`src/rtl/zrb_uart_rx_os8.sv`:
```
// UART receiver with 8x oversampling and 3-sample majority vote per bit.
// Ports:
//   clk        - single clock, all logic on posedge
//   reset      - synchronous active-low reset
//   clk_en     - 8x-baud tick, one clk wide
//   rx         - asynchronous serial line, idle high
//   rd_en      - consumer acknowledge of the held byte
//   data_out   - received byte, LSB-first, bits above DATA_BITS-1 zero
//   valid      - data_out/parity_err/frame_err hold an unread frame
//   parity_err - parity mismatch of the held frame (0 when PARITY="NO")
//   frame_err  - a stop bit of the held frame was sampled 0
//   overrun    - sticky: a completed frame was dropped
//   busy       - receiver is not idle
module zrb_uart_rx_os8 #(
    parameter int unsigned DATA_BITS = 8,
    parameter string       PARITY    = "NO",
    parameter int unsigned STOP_BITS = 1
) (
    input  logic       clk,
    input  logic       reset,
    input  logic       clk_en,
    input  logic       rx,
    input  logic       rd_en,
    output logic [7:0] data_out,
    output logic       valid,
    output logic       parity_err,
    output logic       frame_err,
    output logic       overrun,
    output logic       busy
);

    localparam int unsigned OS_W   = 3;
    localparam int unsigned CNT_W  = 3;
    localparam int unsigned BYTE_W = 8;

    localparam bit PAR_EN  = (PARITY != "NO");
    localparam bit PAR_ODD = (PARITY == "ODD");

    localparam logic [CNT_W-1:0] LAST_DATA = CNT_W'(DATA_BITS - 1);
    localparam logic [CNT_W-1:0] LAST_STOP = CNT_W'(STOP_BITS - 1);

    typedef enum logic [2:0] {
        ST_IDLE,
        ST_START,
        ST_DATA,
        ST_PARITY,
        ST_STOP
    } state_t;

    state_t              state, state_n;
    logic [OS_W-1:0]     os_cnt, os_n;
    logic [CNT_W-1:0]    bit_cnt, bit_n;
    logic [2:0]          samp, samp_n;
    logic [BYTE_W-1:0]   shreg, shreg_n;
    logic                perr_acc, perr_n;
    logic                ferr_acc, ferr_n;
    logic                rx_meta, rx_s;
    logic                maj_c;
    logic                done_c;

    // Majority of the three mid-bit samples
    assign maj_c = (samp[0] & samp[1]) | (samp[0] & samp[2]) | (samp[1] & samp[2]);

    // Next-state and datapath update; everything advances only on clk_en
    always_comb begin
        state_n = state;
        os_n    = os_cnt;
        bit_n   = bit_cnt;
        samp_n  = samp;
        shreg_n = shreg;
        perr_n  = perr_acc;
        ferr_n  = ferr_acc;
        done_c  = 1'b0;
        if (clk_en) begin
            if (state == ST_IDLE) begin
                if (!rx_s) begin
                    state_n = ST_START;
                    os_n    = '0;
                    bit_n   = '0;
                    shreg_n = '0;
                    perr_n  = 1'b0;
                    ferr_n  = 1'b0;
                end
            end else begin
                os_n = os_cnt + OS_W'(1);
                if (os_cnt == OS_W'(3)) samp_n[0] = rx_s;
                if (os_cnt == OS_W'(4)) samp_n[1] = rx_s;
                if (os_cnt == OS_W'(5)) samp_n[2] = rx_s;
                if (os_cnt == OS_W'(7)) begin
                    case (state)
                        ST_START: begin
                            // A high majority means a glitch, not a start bit
                            state_n = maj_c ? ST_IDLE : ST_DATA;
                            bit_n   = '0;
                        end
                        ST_DATA: begin
                            shreg_n[bit_cnt] = maj_c;
                            if (bit_cnt == LAST_DATA) begin
                                bit_n   = '0;
                                state_n = PAR_EN ? ST_PARITY : ST_STOP;
                            end else begin
                                bit_n = bit_cnt + CNT_W'(1);
                            end
                        end
                        ST_PARITY: begin
                            perr_n  = (^shreg) ^ maj_c ^ PAR_ODD;
                            bit_n   = '0;
                            state_n = ST_STOP;
                        end
                        ST_STOP: begin
                            ferr_n = ferr_acc | ~maj_c;
                            if (bit_cnt == LAST_STOP) begin
                                state_n = ST_IDLE;
                                done_c  = 1'b1;
                            end else begin
                                bit_n = bit_cnt + CNT_W'(1);
                            end
                        end
                        default: state_n = ST_IDLE;
                    endcase
                end
            end
        end
    end

    // State, datapath and output registers
    always_ff @(posedge clk) begin
        if (!reset) begin
            rx_meta    <= 1'b1;
            rx_s       <= 1'b1;
            state      <= ST_IDLE;
            os_cnt     <= '0;
            bit_cnt    <= '0;
            samp       <= '0;
            shreg      <= '0;
            perr_acc   <= 1'b0;
            ferr_acc   <= 1'b0;
            data_out   <= '0;
            valid      <= 1'b0;
            parity_err <= 1'b0;
            frame_err  <= 1'b0;
            overrun    <= 1'b0;
            busy       <= 1'b0;
        end else begin
            rx_meta  <= rx;
            rx_s     <= rx_meta;
            state    <= state_n;
            os_cnt   <= os_n;
            bit_cnt  <= bit_n;
            samp     <= samp_n;
            shreg    <= shreg_n;
            perr_acc <= perr_n;
            ferr_acc <= ferr_n;
            busy     <= (state_n != ST_IDLE);
            if (done_c && (!valid || rd_en)) begin
                data_out   <= shreg_n;
                parity_err <= PAR_EN & perr_n;
                frame_err  <= ferr_n;
                valid      <= 1'b1;
                if (rd_en) overrun <= 1'b0;
            end else if (done_c) begin
                // Held frame unread: drop the new one
                overrun <= 1'b1;
            end else if (rd_en && valid) begin
                valid      <= 1'b0;
                parity_err <= 1'b0;
                frame_err  <= 1'b0;
                overrun    <= 1'b0;
            end
        end
    end

endmodule

```
`config.mk`:
```
export PLATFORM = sky130hd
export DESIGN_NAME = zrb_uart_rx_os8
export DESIGN_NICKNAME = d
export VERILOG_FILES = /design/src/rtl/zrb_uart_rx_os8.sv
export SDC_FILE = /design/constraint.sdc
export NUM_CORES = 1
export LEC_CHECK = 0
export ABC_AREA = 1
export CORE_ASPECT_RATIO = 0.7
export CORE_MARGIN = 1.5
export CORE_UTILIZATION = 44
export DETAILED_ROUTE_END_ITERATION = 10
export GPL_TIMING_DRIVEN = 0
export PLACE_DENSITY = 0.74
export SLEW_MARGIN = 5
export SYNTH_ARGS = -nofsm -noshare
export SYNTH_HDL_FRONTEND = slang
export SYNTH_SLANG_ARGS = --single-unit
```
`constraint.sdc`:
```
create_clock -name clk -period 2 [get_ports clk]
set_input_delay 0.4 -clock clk [delete_from_list [all_inputs] [get_ports clk]]
set_output_delay 0.4 -clock clk [all_outputs]
set_load 0.02 [all_outputs]
```
==> qor.yml, run 1 <==
chipWidth_um: 80.7
grt_first_pass_wirelength_um: 6840
tns_ns: 0
use_met1_pct: 27.9
p_leak_nw: 0.975
synthSimpleGateAreaFrac_pct: 34.1
synth_warnings: 0
post_cts_buffers: 0
fin_skew_ns: 0.00624
cp.arrival_ns: 2.02
reg2reg_depth: 9
synthesis.instances: 279
fill_cells: 409
hold_path.startpoint: "rx_meta"
cts.path.max_buffers: 2
status: "finished, final reports clean"
cap_violations: 0
top_usage_layer: "met1"
n_antenna_cell: 0
rows: 19
synth_nets: 292
antenna_found_initial: 0
postRouteAntennaNets: 0
synth_fa_ha_area_share_pct: 5.38
syn_avg_cell_area_um2: 6.66
worst_pin_slew_ns: 0.506
synth.cell_area_um2: 1860
yosysSeqAreaShare_pct: 37.7
synth_top_family_by_area: "simple AND/OR/NAND/NOR gates"
grtUsageMet3_pct: 5.28
vias: 1690
dp_hpwl_um: 2860
reg2reg_slack_ns: 0.18
avgRoutedWirePerCell_um: 10.9
synthDistinctLibCells: 24
core_area_um2: 3990
min_to: "rx_s"
rsz0062_at_grt: "no"
worst-path-max-fanout: 9
clock_latency_ns: 0.29
drt_wl_total_um: 3840
grt_usage_pct: 19.1
synthMuxAreaShare_pct: 0
grt_max_degree: 11
yosys_register_bits: 35
synth_xor_xnor_area_share_pct: 0
relSlewSlack_pct: 66.3
drive_gt1_share_pct: 7.95
max_freq_ghz: 0.549
cts_tree: "done"
ir_worst_vdd_mv: 0.404
grt_pass1_vias: 1560
finalSetupViolCount: 0
start_util_pct: 46.6
drt_iter0_drc: 120
post_cts_resized: 0
r2r-start: "os_cnt[0]"
clk_pin_slew_worst_paths_ns: 0.07
design.portCount: 18
numCtsBuffers: 5
period_share_pct: 91.0
die_area_um2: 4630
syn_to_final_growth_pct: 17.5
reg2reg_to: "data_out[0]"
end_kind: "flip-flop"
cts_sinks: 35
final_cell_area_um2: 2180
required_ns: 2.20
die_y_um: 57.4
vias_per_cell: 4.77
critPathKind: "reg2reg"
cts-hold-fix-buffers: 0
start_kind: "flip-flop"
hold_path.class: "reg2reg"
p_per_area_nw_per_um2: 601
post_dp_cell_area_um2: 2080
slew_violations: 0
root_buffer: "clkbuf_8"
hold_path_depth: 1
firstDrtPassIters: 4
period_needed_ns: 1.82
overflow: 0
htreeDepth: 2
port_buffers: 16
groute.layer.met2.usage_pct: 27.9
route.detailed.drc: 0
hold_viol: 0
synth-compound-area-share_pct: 9.69
globalplace.congestion: 0.880
nets: 315
[registers in the layout (all words and copies together) (netlist names), 3 cells and up]
register / cells
os_cnt: 3
bit_cnt: 3
shreg: 8
state: 3
data_out: 8
samp: 3
[report_power, final]
part / switching (W) / leakage [nW] / total [W] / internal (W)
Clock: 0.000257 / 0.0470 / 0.000527 / 0.000270
Combinational: 0.0000493 / 0.646 / 0.0000759 / 0.0000266
Sequential: 0.00000716 / 0.283 / 0.000711 / 0.000704
Total: 0.000314 / 0.975 / 0.00131 / 0.00100
[stage by stage]
stage / total power [W] / hold WS [ns] / std cells / util [%] / worst slack [ns]
final: 0.00131 / 0.412 / 354 / 54.7 / 0.179
after global routing: 0.00137 / 0.424 / 354 / 54.7 / 0.0273
after CTS: 0.00132 / 0.415 / 354 / 54.4 / 0.0154
after detailed placement: 0.000802 / 0.398 / 347 / 52.2 / -0.0892
after global placement: 0.000801 / 0.400 / 347 / 52.2 / -0.0759
after floorplan: 0.000776 / 0.393 / 279 / - / 0.355
[cell usage after synthesis]
library cell,number,area share (%)
nor3_4,1,0.88
dfxtp_1,35,38
nand3_1,45,12
or2_2,2,0.67
a21oi_1,24,6.5
nor3b_2,1,0.67
o21bai_1,1,0.40
nand3_4,1,0.94
clkinv_2,1,0.27
nand2_2,2,0.67
o21ai_2,1,0.47
inv_1,52,10
nor2_2,2,0.67
clkbuf_1,3,0.61
inv_2,2,0.40
buf_4,3,1.2
nand2_1,69,14
o211ai_1,1,0.40
o22ai_1,1,0.34
nor3_1,1,0.27
nor2_1,16,3.2
o21ai_0,6,1.6
ha_1,8,5.4
conb_1,1,0.20
[per-layer routing]
metal	wire [um]	vias up
li1	-	917
met1	2130	744
met2	1520	25
met3	165	4
met4	30	0
met5	0	-
[cell type report]
cell class | count | area (um2) | area share [%]
inverters | 55 | 208 | 9.51
well taps | 52 | 65.1 | 2.98
clock inverters | 1 | 5.00 | 0.229
flip-flops and latches | 35 | 701 | 32.1
clock buffers | 6 | 82.6 | 3.78
repair buffers | 16 | 160 | 7.33
multi-input cells | 183 | 930 | 42.6
plain buffers | 6 | 33.8 | 1.55
[cell families (layout without fill, tap and decap cells)]
kind of cell | after synthesis | after routing
other | 1 | 1
and+or+nand+nor | 140 | 140
adders and majority gates | 8 | 8
buffers and inverters | 61 | 84
AOI/OAI and AO/OA | 34 | 34
DFF | 35 | 35
[placed cells by master, fill, tap and decap left out]
master and count:
o211ai_1 1, inv_2 2, nand2_1 69, nor3_1 1, buf_4 3, nor2_2 2, or2_2 2, clkbuf_1 3
o22ai_1 1, nor3_4 1, conb_1 1, nand3_4 1, dfxtp_1 35, o21bai_1 1, a21oi_1 24, o21ai_2 1
o21ai_0 6, ha_1 7, clkbuf_8 6, nand2_2 2, clkdlybuf4s50_1 16, ha_4 1, clkinv_2 2, inv_1 52
nand3_1 45, nor3b_2 1, nor2_1 16
[worst max-delay path: stages, from the launching register on]
cell      delay, ns
dfxtp_1        0.39
ha_1           0.24
ha_4           0.19
nand2_1        0.11
nor3_4         0.23
nand3_4        0.19
clkinv_2       0.17
nand3_1        0.10
nand2_1        0.07
inv_1          0.03
[how the worst max path moves through the flow]
stage / from / end / slack (ns) / cells after the start
finish: os_cnt[0] / data_out[0] / 0.18 / 9
global route: os_cnt[0] / data_out[0] / 0.03 / 9
CTS: os_cnt[0] / data_out[0] / 0.02 / 9
detailed placement: clk_en / data_out[0] / -0.09 / 8
global placement: clk_en / data_out[1] / -0.08 / 8
floorplan: os_cnt[0] / data_out[0] / 0.35 / 9
No activity file was read; power rests on OpenSTA's default activity.
==> inputs of run 2 (changes only) <==
--- a/config.mk
+++ b/config.mk
@@ -9,6 +9,7 @@
 export CORE_ASPECT_RATIO = 0.7
 export CORE_MARGIN = 1.5
 export CORE_UTILIZATION = 44
+export CTS_BUF_LIST = sky130_fd_sc_hd__clkbuf_8 sky130_fd_sc_hd__clkbuf_16
 export DETAILED_ROUTE_END_ITERATION = 10
 export GPL_TIMING_DRIVEN = 0
 export PLACE_DENSITY = 0.74
==> results of run 2 <==
No change in the layout: final DEF, timing and power equal those of run 1.
==> inputs of run 3 (changes only) <==
==> constraint.sdc (replaced) <==
create_clock -name clk -period 2.27 [get_ports clk]
set_input_delay 0.454 -clock clk [delete_from_list [all_inputs] [get_ports clk]]
set_output_delay 0.454 -clock clk [all_outputs]
set_load 0.02 [all_outputs]
==> qor.yml, run 3 (synthesis results as in run 1) <==
cts_sinks: 35  # unchanged
path_cells: "ha_1 -> ha_1 -> nand2_1 -> nor3_4 -> nand3_4 -> clkinv_2 -> nand3_1 -> nand2_1 -> inv_1"
cts-hold-fix-buffers: 0  # unchanged
core_area_um2: 3990  # unchanged
root_buffer: "clkbuf_8"
syn_to_final_growth_pct: 16.8
worst-path-max-fanout: 9  # unchanged
wl_met3_um: 255  # +55%
postRouteAntennaNets: 0  # unchanged
tns_ns: 0  # unchanged
end_kind: "flip-flop"
hold_viol: 0  # unchanged
reg_top3: "data_out (8), shreg (8)"
max_freq_ghz: 0.500  # -8.9%
chipWidth_um: 80.7  # unchanged
hold_path.class: "reg2reg"
cp_slowest_cell: "dfxtp_1"
drt_iter0_drc: 125  # +4.2%
drt_wl_total_um: 3810  # -0.96%
cts_tree: "done"
finalSetupViolCount: 0  # unchanged
post_cts_buffers: 0  # unchanged
design.portCount: 18  # unchanged
drive_gt1_share_pct: 7.62  # -0.33 points
cts.path.max_buffers: 2  # unchanged
clock_latency_ns: 0.29  # about the same
slew_violations: 0  # unchanged
critPathKind: "reg2reg"
setup_ws_ns: 0.271  # +0.0915 ns
final_common_cell: "nand2_1"
vias_per_cell: 4.77  # unchanged
p_leak_nw: 0.982  # +0.68%
rsz0062_at_grt: "no"
htreeDepth: 2  # unchanged
die_area_um2: 4630  # unchanged
period_share_pct: 88.1  # -3.0 points
overflow: 0  # unchanged
required_ns: 2.47  # +0.27 ns
grt_usage_pct: 19.1  # unchanged
route.detailed.drc: 0  # unchanged
avgRoutedWirePerCell_um: 10.7  # -0.96%
p_per_area_nw_per_um2: 534  # -11%
ir_worst_vdd_mv: 0.356  # -12%
clk_pin_slew_worst_paths_ns: 0.07  # about the same
final_cell_mix: "nand2_1, inv_1, nand3_1"
rows: 19  # unchanged
wl_met1_um: 2030  # -4.4%
worst_pin_slew_ns: 0.507  # +0.000867 ns
cap_violations: 0  # unchanged
grt_pass1_vias: 1560  # unchanged
post_cts_resized: 0  # unchanged
globalplace.congestion: 0.880  # unchanged
firstDrtPassIters: 4  # unchanged
relSlewSlack_pct: 66.2  # about the same
top_layer: "met4"
period_needed_ns: 2.00  # +0.179 ns
die_y_um: 57.4  # unchanged
port_buffers: 16  # unchanged
n_antenna_cell: 0  # unchanged
nets: 315  # unchanged
dp.cells: 347  # unchanged
hold_slack_ns: 0.411  # -0.000225 ns
antenna_found_initial: 0  # unchanged
pre_cts_slack_ns: 0.127  # +0.216 ns
dp_hpwl_um: 2860  # unchanged
wl_met2_um: 1500  # -1.4%
numCtsBuffers: 5  # unchanged
start_util_pct: 46.6  # unchanged
cp.arrival_ns: 2.20  # +0.18 ns
grt_first_pass_wirelength_um: 6840  # unchanged
max_stage_delay_ns: 0.39  # about the same
status: "finished, final reports clean"
start_kind: "flip-flop"
layout.cells.non_filler: 354  # unchanged
grt_max_degree: 11  # unchanged
fin_skew_ns: 0.00578  # -0.000457 ns
vias: 1690  # unchanged
-- run 3: cell types whose count changed in the layout (fill, tap and decap cells not counted) --
| cell | before | now |
|---|---|---|
| ha_1 | 7 | 8 |
| ha_4 | 1 | 0 |
-- run 3: final timing paths --
check / from / endpoint / slack, ns / cells after the start
worst min register to register: rx_meta / rx_s / 0.41 / 1
worst min-delay path: rx_meta / rx_s / 0.41 / 1
worst max-delay path: os_cnt[0] / data_out[0] / 0.27 / 9
worst max register to register: os_cnt[0] / data_out[0] / 0.27 / 9
-- run 3: layout make-up --
cell class                 instances  area (um2)
inverter                          55         208
clock buffer                       6        82.6
clock inverter                     1        5.00
fill                             412        1820
multi-input combinational        183         917
tap                               52        65.1
timing repair buffer              16         160
sequential                        35         701
buffer                             6        33.8
-- run 3: report_power, final --
group	switching (W)	leakage [nW]	internal (W)
clock network	0.000229	0.0470	0.000238
registers	0.00000627	0.283	0.000620
logic	0.0000432	0.652	0.0000234
total	0.000279	0.982	0.000881
-- run 3: routing by layer --
layer | vias to the layer above | track usage, %
li1 | 912 | -
met1 | 739 | 27.9
met2 | 35 | 27.9
met3 | 4 | 5.28
met4 | 0 | 4.43
met5 | - | 0
-- run 3: through the flow --
step	cell area (um2)	power [W]	utilization, %
2_1_floorplan	1860	0.000684	-
3_3_place_gp	2080	0.000706	52.2
3_5_place_dp	2080	0.000707	52.2
4_1_cts	2170	0.00116	54.4
5_1_grt	2170	0.00120	54.4
6_report	2170	0.00116	54.4
-- run 3: critical path: cells and delay by family, from the launching register on --
kind	cells	cell delay, ns
and+or+nand+nor	5	0.80
adders and majority gates	2	0.51
DFF	1	0.39
buffers and inverters	2	0.20
